==> config.mk <==
export PLATFORM = sky130hd
export DESIGN_NAME = stopwatch_lap
export DESIGN_NICKNAME = d
export VERILOG_FILES = /design/src/rtl/stopwatch_lap.sv
export SDC_FILE = /design/constraint.sdc
export NUM_CORES = 1
export LEC_CHECK = 0
export CAP_MARGIN = 20
export CELL_PAD_IN_SITES_DETAIL_PLACEMENT = 0
export CELL_PAD_IN_SITES_GLOBAL_PLACEMENT = 1
export CORE_ASPECT_RATIO = 0.6
export CORE_MARGIN = 4
export CORE_UTILIZATION = 38
export CTS_CLUSTER_DIAMETER = 120
export DETAILED_ROUTE_END_ITERATION = 10
export GPL_ROUTABILITY_DRIVEN = 0
export PLACE_DENSITY = 0.91
export SLEW_MARGIN = 0
export SYNTH_ARGS = -nofsm -noshare
export SYNTH_HDL_FRONTEND = slang
export SYNTH_SLANG_ARGS = --single-unit
export TNS_END_PERCENT = 1
==> constraint.sdc <==
create_clock -name clk -period 4.5 [get_ports clk]
set_clock_uncertainty 0.05 [all_clocks]
set_input_delay 0.9 -clock clk [delete_from_list [all_inputs] [get_ports clk]]
set_output_delay 0.9 -clock clk [all_outputs]
set_load 0.02 [all_outputs]
==> src/rtl/stopwatch_lap.sv <==
// Stopwatch with IDLE/RUNNING/PAUSED control, programmable tick prescaler,
// lap capture, clear command and a wrap pulse on the last minute rollover.
module stopwatch_lap #(
  parameter int CLK_DIV = 1,
  parameter int MIN_W   = 2,
  parameter int MAX_MIN = 3
) (
  input  logic             clk,
  input  logic             reset,
  input  logic             start,
  input  logic             stop,
  input  logic             lap,
  input  logic             clear,
  output logic [MIN_W-1:0] minute,
  output logic [5:0]       second,
  output logic [MIN_W-1:0] lap_minute,
  output logic [5:0]       lap_second,
  output logic             lap_valid,
  output logic             running,
  output logic             wrap
);

  localparam int PRE_W = (CLK_DIV > 1) ? $clog2(CLK_DIV) : 1;
  localparam logic [PRE_W-1:0] PRE_LAST = PRE_W'(CLK_DIV - 1);
  localparam logic [MIN_W-1:0] MIN_LAST = MIN_W'(MAX_MIN);

  typedef enum logic [1:0] {IDLE, RUNNING, PAUSED} state_t;

  state_t           state, state_next;
  logic             start_hist, stop_hist, lap_hist, clear_hist;
  logic             start_press, stop_press, lap_press, clear_press;
  logic [PRE_W-1:0] presc;
  logic             tick, zero, lap_take;

  function automatic logic [5:0] sec_inc(input logic [5:0] s);
    return (s == 6'd59) ? 6'd0 : s + 6'd1;
  endfunction

  function automatic logic [MIN_W-1:0] min_inc(input logic [MIN_W-1:0] m,
                                               input logic [5:0] s);
    if (s != 6'd59)      return m;
    else if (m == MIN_LAST) return '0;
    else                 return m + MIN_W'(1);
  endfunction

  assign start_press = start & ~start_hist;
  assign stop_press  = stop  & ~stop_hist;
  assign lap_press   = lap   & ~lap_hist;
  assign clear_press = clear & ~clear_hist;

  assign tick     = (state == RUNNING) && (presc == PRE_LAST);
  assign zero     = clear_press && (state != RUNNING);
  assign lap_take = lap_press && (state == RUNNING);

  // Stop beats start; clear beats start when not running.
  always_comb begin
    state_next = state;
    case (state)
      IDLE:    if (start_press && !stop_press && !clear_press) state_next = RUNNING;
      RUNNING: if (stop_press) state_next = PAUSED;
      PAUSED: begin
        if (clear_press)                     state_next = IDLE;
        else if (start_press && !stop_press) state_next = RUNNING;
      end
      default: state_next = IDLE;
    endcase
  end

  always_ff @(posedge clk) begin
    if (reset) begin
      state      <= IDLE;
      start_hist <= 1'b1;
      stop_hist  <= 1'b1;
      lap_hist   <= 1'b1;
      clear_hist <= 1'b1;
      presc      <= '0;
      minute     <= '0;
      second     <= '0;
      lap_minute <= '0;
      lap_second <= '0;
      lap_valid  <= 1'b0;
      running    <= 1'b0;
      wrap       <= 1'b0;
    end else begin
      state      <= state_next;
      running    <= (state_next == RUNNING);
      start_hist <= start;
      stop_hist  <= stop;
      lap_hist   <= lap;
      clear_hist <= clear;
      lap_valid  <= lap_take;
      wrap       <= tick && (minute == MIN_LAST) && (second == 6'd59);
      // Lap captures the pre-tick time so a coincident tick is not included.
      if (lap_take) begin
        lap_minute <= minute;
        lap_second <= second;
      end
      if (zero) begin
        presc      <= '0;
        minute     <= '0;
        second     <= '0;
        lap_minute <= '0;
        lap_second <= '0;
      end else if (state == RUNNING) begin
        if (tick) begin
          presc  <= '0;
          second <= sec_inc(second);
          minute <= min_inc(minute, second);
        end else begin
          presc <= presc + PRE_W'(1);
        end
      end
    end
  end

endmodule

## Word level (Yosys, flattened, before mapping)

Cells that the tools add are included.

- $add $sub $neg: 3
- Equal/unequal tests: 7
- Muxes and demuxes: 8
- Bitwise gates (word level): 10
- Reduce and logical (&&, ||, !) cells: 13

Operators by type and width:

| cell | count |
|---|---|
| 2-bit 2-to-1 mux | 5 |
| 1-bit logical AND | 7 |
| 6-bit by 1-bit adder with 6-bit output, second input constant | 1 |
| 6-bit == test, second input constant | 1 |
| 6-bit 2-to-1 mux | 1 |
| 6-bit inequality test, second input constant | 1 |
| 1-bit NOT | 6 |
| 2-bit case mux with 3 select lines | 1 |
| 1-bit AND | 4 |
| 2-bit by 1-bit == test with 1-bit output, second input constant | 2 |
| 2-bit == test, second input constant | 2 |
| 3-bit AND reduction | 1 |
| 2-bit by 1-bit adder with 2-bit output, second input constant | 1 |
| 1-bit zero test | 2 |
| 2-bit zero test | 1 |
| 2-bit by 1-bit inequality test with 1-bit output, second input constant | 1 |
| 2-bit AND reduction | 1 |
| 2-bit OR reduction | 1 |
| 1-bit adder, second input constant | 1 |
| 1-bit 2-to-1 mux | 1 |

- Bits in registers: 26
- Bits of input ports: 6
- Output and inout port bits: 19
- Word-level logic and storage cells: 54

## Longest topological paths before layout

Gate-level depths: netlist (run 1).

- Word-level depth: 8
- Depth in mapped cells: 5
- Depth with buffers taken out: 4

## Least setup slack after synthesis (run 1)

OpenSTA, ideal clock, no wires.

- Path type: input-to-reg
- Start: input clear
- End: register presc
- Library setup time: 0.117 ns
- Arrival: 1.683 ns
- Data required time: 4.333 ns
- Path slack: 2.650 ns
- Cell stages on the path: 5
- Path buffers: 2
- Cells stage by stage: nor2b_1 -> a21o_1 -> clkbuf_1 -> buf_2 -> nor2_1

- Longest elaborated chain between the ends: 3

Ends and longest elaborated chain:

| what | RTL line | text |
|---|---|---|
| start: declaration | 13 | `input logic clear,` |
| 1-bit AND | 49 | `assign clear_press = clear & ~clear_hist;` |
| 1-bit logical AND | 52 | `assign zero = clear_press && (state != RUNNING);` |
| 2-bit OR reduction (no line) | -- |  |
| end signal: assignment | 110 | `presc <= presc + PRE_W'(1);` |
| end: declaration | 32 | `logic [PRE_W-1:0] presc;` |

No other way between the ends.
A chain may end at the register's enable or synchronous reset.

## Worst setup path in the final report (run 1)

- Start: register second[2]
- End: output second[2]

RTL lines:

| what | RTL line | text |
|---|---|---|
| start: declaration | 15 | `output logic [5:0] second,` |
| start signal: assignment | 107 | `second <= sec_inc(second);` |

No word-level cell between the ends.

==> results.json, run 1 <==
{
  "synthFlopType": "dfxtp_1",
  "yosys.area_share.adder": 0.02389,
  "synth_cells": 116,
  "io_buffers": 24,
  "hpwlAfterDp_um": 1726,
  "vias_per_cell": 5.308,
  "rsz0062_at_grt": "false",
  "dieArea_mm2": 0.003688,
  "seq_power_share": 0.579,
  "final_layout_size_suffix_gt1_frac": 0.07857,
  "die_h_um": 48.67,
  "nets": 149,
  "cp_slowest_cell": "clkdlybuf4s50_1",
  "clock_latency_ns": 0.27,
  "fin_crit_ns": 2.396,
  "drv_cap": 0,
  "synth_edf_count": 0,
  "setup_viol": 0,
  "switchingPower_uw": 85.32,
  "setup_ws_ns": 2.104,
  "core_area_mm2": 0.002575,
  "grt_first_pass_wirelength_um": 3988,
  "syn_nets": 124,
  "power_frac_comb": 0.054,
  "period_share": 0.5324,
  "wirelength_um": 2433,
  "cts-root-buf": "clkbuf_8",
  "path_class": "reg -> out",
  "final-hold-violation-count": 0,
  "cts_hold_buf": 0,
  "cp.buffers_inverters": 1,
  "ys_ff_latch": 26,
  "switching_share": 0.2094,
  "die_w_um": 75.78,
  "ys_seq_area_frac": 0.4970,
  "synth-xor-area-share": 0,
  "post_cts_buffers": 0,
  "top_usage_layer": "met1",
  "synthesis.area_mm2": 0.001047,
  "grtUsageMet1": 0.2108,
  "cpLargestDelayFamily": "buffers and inverters",
  "grt_pass1_vias": 824,
  "synthArstFlopShare": 0,
  "p_clk_frac": 0.367,
  "critical_path.cell_chain": "clkdlybuf4s50_1",
  "leakage_nw": 0.4730,
  "cts_max_path_buffers": 2,
  "setup_tns_ns": 0,
  "pin_count": 25,
  "crit_arrival_ns": 1.45,
  "yosys.area_share.simple": 0.2760,
  "dr.first_iter.drc_count": 87,
  "intPower_uw": 322.2,
  "status": "finished, final reports clean",
  "hold_class": "reg -> reg",
  "utilization": 0.5311,
  "clkSinkCount": 26,
  "slew_viol_final": 0,
  "drc_errors": 0,
  "synthMuxAreaShare": 0,
  "row_count": 14,
  "synth_area_per_cell_um2": 9.028,
  "fmax_mhz": 417.4,
  "cts_tree": "done",
  "htree_levels": 1,
  "area_growth_pct": 30.59,
  "grt_max_degree": 18,
  "diodes": 0,
  "synth_compound_area_frac": 0.1697,
  "nFillCells": 227,
  "initial_core_util": 0.4067,
  "first_pass_iters": 4,
  "post_cts_resized": 0,
  "crit_path_max_fanout": 9,
  "ant_nets": 0,
  "critPathRequiredTime_ns": 3.55,
  "numCtsBuffers": 3,
  "antenna_found_initial": 0,
  "peakVddDrop_uv": 164.7,
  "dr_total_vias": 913,
  "ys_warn_count": 0,
  "critPathLaunchType": "register",
  "dpl_worst_slack_ns": 1.821,
  "power_density_mw_per_mm2": 298.0,
  "met2_usage": 0.1776,
  "endpoint_kind": "output port",
  "synth_top_family_by_area": "simple AND/OR/NAND/NOR gates",
  "yosysUniqueCellTypes": 35,
  "tightest_slew_ns": 0.5400,
  "seqCellArea_um2": 520.5,
  "grt.total_usage": 0.1417,
  "grt-ovfl-total": 0,
  "use_met3": 0.04959,
  "clk_pin_slew_ns": 0.09,
  "multiInputGateArea_um2": 491.7,
  "slowest_delay_ns": 0.67,
  "slew_headroom": 0.6400,
  "post_drt_wl_per_cell_um": 14.15
}
cell type report:
cell class | count | area share
clock buffer | 4 | 0.04026
tap | 32 | 0.02928
timing repair buffer | 25 | 0.1793
inverter | 4 | 0.01098
multi-input combinational | 81 | 0.3596
sequential | 26 | 0.3806
layer usage:
metal  vias up  wire length, µm  part of all wire
li1        459                -                 -
met1       413             1255              0.52
met2        35              936              0.38
met3         6              175             0.072
met4         0               67             0.028
met5         -                0                 0
synth_stat cells, types with 2 or more instances:
cell | number | area (µm²)
nor2_1 | 3 | 11.26
o21ai_0 | 3 | 15.01
or2_2 | 4 | 25.02
or3_1 | 3 | 18.77
nand3_1 | 3 | 15.01
ha_1 | 2 | 25.02
a311oi_1 | 2 | 17.52
clkbuf_1 | 3 | 11.26
nor3b_1 | 2 | 15.01
nand2_1 | 22 | 82.58
dfxtp_1 | 26 | 520.5
o21a_1 | 2 | 15.01
a21oi_1 | 13 | 65.06
inv_1 | 4 | 15.01
nand4bb_1 | 2 | 22.52
nor2b_1 | 3 | 18.77
layout by cell type, fill, tap and decap left out:
cell type        Yosys  layout
dfxtp_1             26      26
clkdlybuf4s50_1      0      24
nand2_1             22      22
a21oi_1             13      13
inv_1                4       4
or2_2                4       4
clkbuf_8             0       4
nand3_1              3       3
nor2b_1              3       3
nor2_1               3       3
o21ai_0              3       3
or3_1                3       3
nor3b_1              2       2
a311oi_1             2       2
nand4bb_1            2       2
o21a_1               2       2
ha_1                 2       2
nand4b_2             1       1
o22ai_1              1       1
or3b_1               1       1
o31a_1               1       1
or2b_1               1       1
a21o_1               1       1
nor4bb_1             1       1
nand2b_1             1       1
nor4_1               1       1
nor4b_1              1       1
o221a_2              1       1
or4_1                1       1
a31oi_1              1       1
a41oi_1              1       1
and4b_1              1       1
o211ai_1             1       1
a211o_1              1       1
clkbuf_2             0       1
state kept, by name, indices dropped and copies added, names as in the netlist:
name        cells
clear_hist      1
lap_hist        1
lap_minute      2
lap_second      6
lap_valid       1
minute          2
presc           1
running         1
second          6
start_hist      1
state           2
stop_hist       1
wrap            1
final timing paths:
check	startpoint	to	slack, ns	cells past startpoint
worst max-delay path	second[2]$_SDFFE_PP0P_	second[2]	2.10	1
worst min-delay path	lap_minute[0]$_SDFFE_PP0P_	lap_minute[0]$_SDFFE_PP0P_	0.41	2
worst max register to register	second[0]$_SDFFE_PP0P_	minute[0]$_SDFFE_PP0P_	2.71	4
worst min register to register	lap_minute[0]$_SDFFE_PP0P_	lap_minute[0]$_SDFFE_PP0P_	0.41	2
per-stage QoR:
step | hold WS [ns] | cells | power [mW] | instance area [µm²]
after floorplan | 0.3775 | 116 | 0.2531 | 1047
after global placement | 0.3896 | 167 | 0.2624 | 1308
after detailed placement | 0.3996 | 167 | 0.2634 | 1308
after CTS | 0.4117 | 171 | 0.4108 | 1363
after global routing | 0.4385 | 172 | 0.4227 | 1368
final | 0.4105 | 172 | 0.4075 | 1368
logic make-up after synthesis:
| group | after synthesis |
|---|---|
| and+or+nand+nor | 51 |
| AOI/OAI and AO/OA | 28 |
| buffers and inverters | 9 |
| adders and majority gates | 2 |
| DFF | 26 |
power groups by stage:
stage / Clock [mW] / Combinational [mW] / Sequential (mW)
floorplan: 0 / 0.0112 / 0.242
global placement: 0 / 0.0212 / 0.241
detailed placement: 0 / 0.0220 / 0.241
finish: 0.150 / 0.0219 / 0.236
CTS: 0.153 / 0.0221 / 0.236
global route: 0.162 / 0.0238 / 0.237
(Power assumes the default switching activity.)
==> run 2, diff against run 1 <==
- CORE_UTILIZATION: 38 -> 35
- PLACE_DENSITY: 0.91 -> 0.86
- clock period: 4.5 -> 2.32 ns (I/O delays scaled with it)
==> results.json, run 2 (synthesized netlist as in run 1, its figures left out) <==
{
  "clk_pin_slew_ns": 0.09,
  "power_density_mw_per_mm2": 566.5,
  "fin_crit_ns": 1.938,
  "post_cts_resized": 0,
  "hpwlAfterDp_um": 1692,
  "initial_core_util": 0.3647,
  "crit_arrival_ns": 1.42,
  "dieArea_mm2": 0.003960,
  "post_cts_buffers": 0,
  "grt_first_pass_wirelength_um": 3795,
  "critPathRequiredTime_ns": 1.81,
  "final-hold-violation-count": 0,
  "clock_latency_ns": 0.27,
  "antenna_found_initial": 0,
  "grt-ovfl-total": 0,
  "io_buffers": 24,
  "dp_cells": 179,
  "period_share": 0.8353,
  "slowest_delay_ns": 0.67,
  "cp.buffers_inverters": 1,
  "dpl_cell_area_mm2": 0.001335,
  "endpoint_kind": "output port",
  "hold_path_depth": 2,
  "pin_count": 25,
  "die_h_um": 50.37,
  "drc_errors": 0,
  "slew_viol_final": 0,
  "area_growth_pct": 32.74,
  "row_count": 15,
  "clkSinkCount": 26,
  "cpLargestDelayFamily": "buffers and inverters",
  "first_pass_iters": 4,
  "setup_tns_ns": 0,
  "cp_slowest_cell": "clkdlybuf4s50_1",
  "critPathLaunchType": "register",
  "cts_hold_buf": 0,
  "post_drt_wl_per_cell_um": 12.43,
  "worst-path-stages": 1,
  "numCtsBuffers": 3,
  "dr.first_iter.drc_count": 26,
  "nets": 150,
  "die_w_um": 78.62,
  "status": "finished, final reports clean",
  "fmax_mhz": 516.0,
  "cts_max_path_buffers": 2,
  "peakVddDrop_uv": 197.5,
  "stdcell_count": 183,
  "setup_viol": 0,
  "crit_path_max_fanout": 9,
  "grt.total_usage": 0.1211,
  "core_area_mm2": 0.002872,
  "reg_top3": "lap_second: 6 flops, second: 6 flops",
  "drv_cap": 0,
  "finalPower_uw": 787.4,
  "rsz0062_at_grt": "false",
  "cts_tree": "done",
  "nFillCells": 276,
  "diodes": 0,
  "cts-root-buf": "clkbuf_8",
  "ant_nets": 0,
  "htree_levels": 1,
  "grt_pass1_vias": 839,
  "final_layout_size_suffix_gt1_frac": 0.08511,
  "path_class": "reg -> out",
  "mostFrequentLayoutCells": "dfxtp_1, clkdlybuf4s50_1, nand2_1",
  "final_common_cell": "dfxtp_1",
  "slew_headroom": 0.6440,
  "tightest_slew_ns": 0.5340,
  "r2r_cells": 4,
  "hold_class": "reg -> reg",
  "vias_per_cell": 4.951,
  "wirelength_um": 2274,
  "grt_max_degree": 18,
  "dr_total_vias": 906,
  "design_area_mm2": 0.001390,
  "leakage_nw": 0.4786,
  "critical_path.cell_chain": "clkdlybuf4s50_1"
}
[run 2: final cells by class]
| type | instances | area (µm²) | share of cell area |
|---|---|---|---|
| flip-flops and latches | 26 | 520.5 | 0.3744 |
| multi-input cells | 81 | 491.7 | 0.3537 |
| repair buffers | 26 | 255.2 | 0.1836 |
| clock buffers | 4 | 55.05 | 0.03960 |
| well taps | 42 | 52.55 | 0.03780 |
| inverters | 4 | 15.01 | 0.01080 |
[run 2: final timing paths]
path                              start                         end  slack (ns)
max reg2reg      second[0]$_SDFFE_PP0P_      minute[0]$_SDFFE_PP0P_        0.55
max              second[2]$_SDFFE_PP0P_                   second[2]        0.38
min reg2reg  lap_second[1]$_SDFFE_PP0P_  lap_second[1]$_SDFFE_PP0P_        0.41
min          lap_second[1]$_SDFFE_PP0P_  lap_second[1]$_SDFFE_PP0P_        0.41
[run 2: report_power, final]
group | leakage [nW] | internal (mW) | switching [mW]
Sequential | 0.211 | 0.452 | 0.00521
Combinational | 0.239 | 0.0219 | 0.0212
Clock | 0.0288 | 0.152 | 0.135
Total | 0.479 | 0.626 | 0.161
[run 2: worst min-delay path: stages (launching register included)]
cell and delay, ns:
dfxtp_1 0.31, nand2_1 0.05, a21oi_1 0.05
[run 2: per-stage QoR]
| stage | util | hold WS [ns] | setup slack (ns) |
|---|---|---|---|
| after CTS | 0.4841 | 0.4089 | 0.3640 |
| after detailed placement | 0.4649 | 0.3969 | 0.3962 |
| final | 0.4841 | 0.4060 | 0.3821 |
| after global placement | 0.4649 | 0.3895 | 0.4383 |
| after global routing | 0.4841 | 0.4362 | 0.3108 |
| after floorplan | - | 0.3775 | 0.6897 |
[run 2: metal layers]
metal / track usage / routed length (µm) / vias to the layer above
met1: 0.1549 / 1205 / 424
li1: - / - / 458
met4: 0.03488 / 14 / 0
met3: 0.03763 / 80 / 2
met2: 0.1972 / 973 / 22
met5: 0 / 0 / -
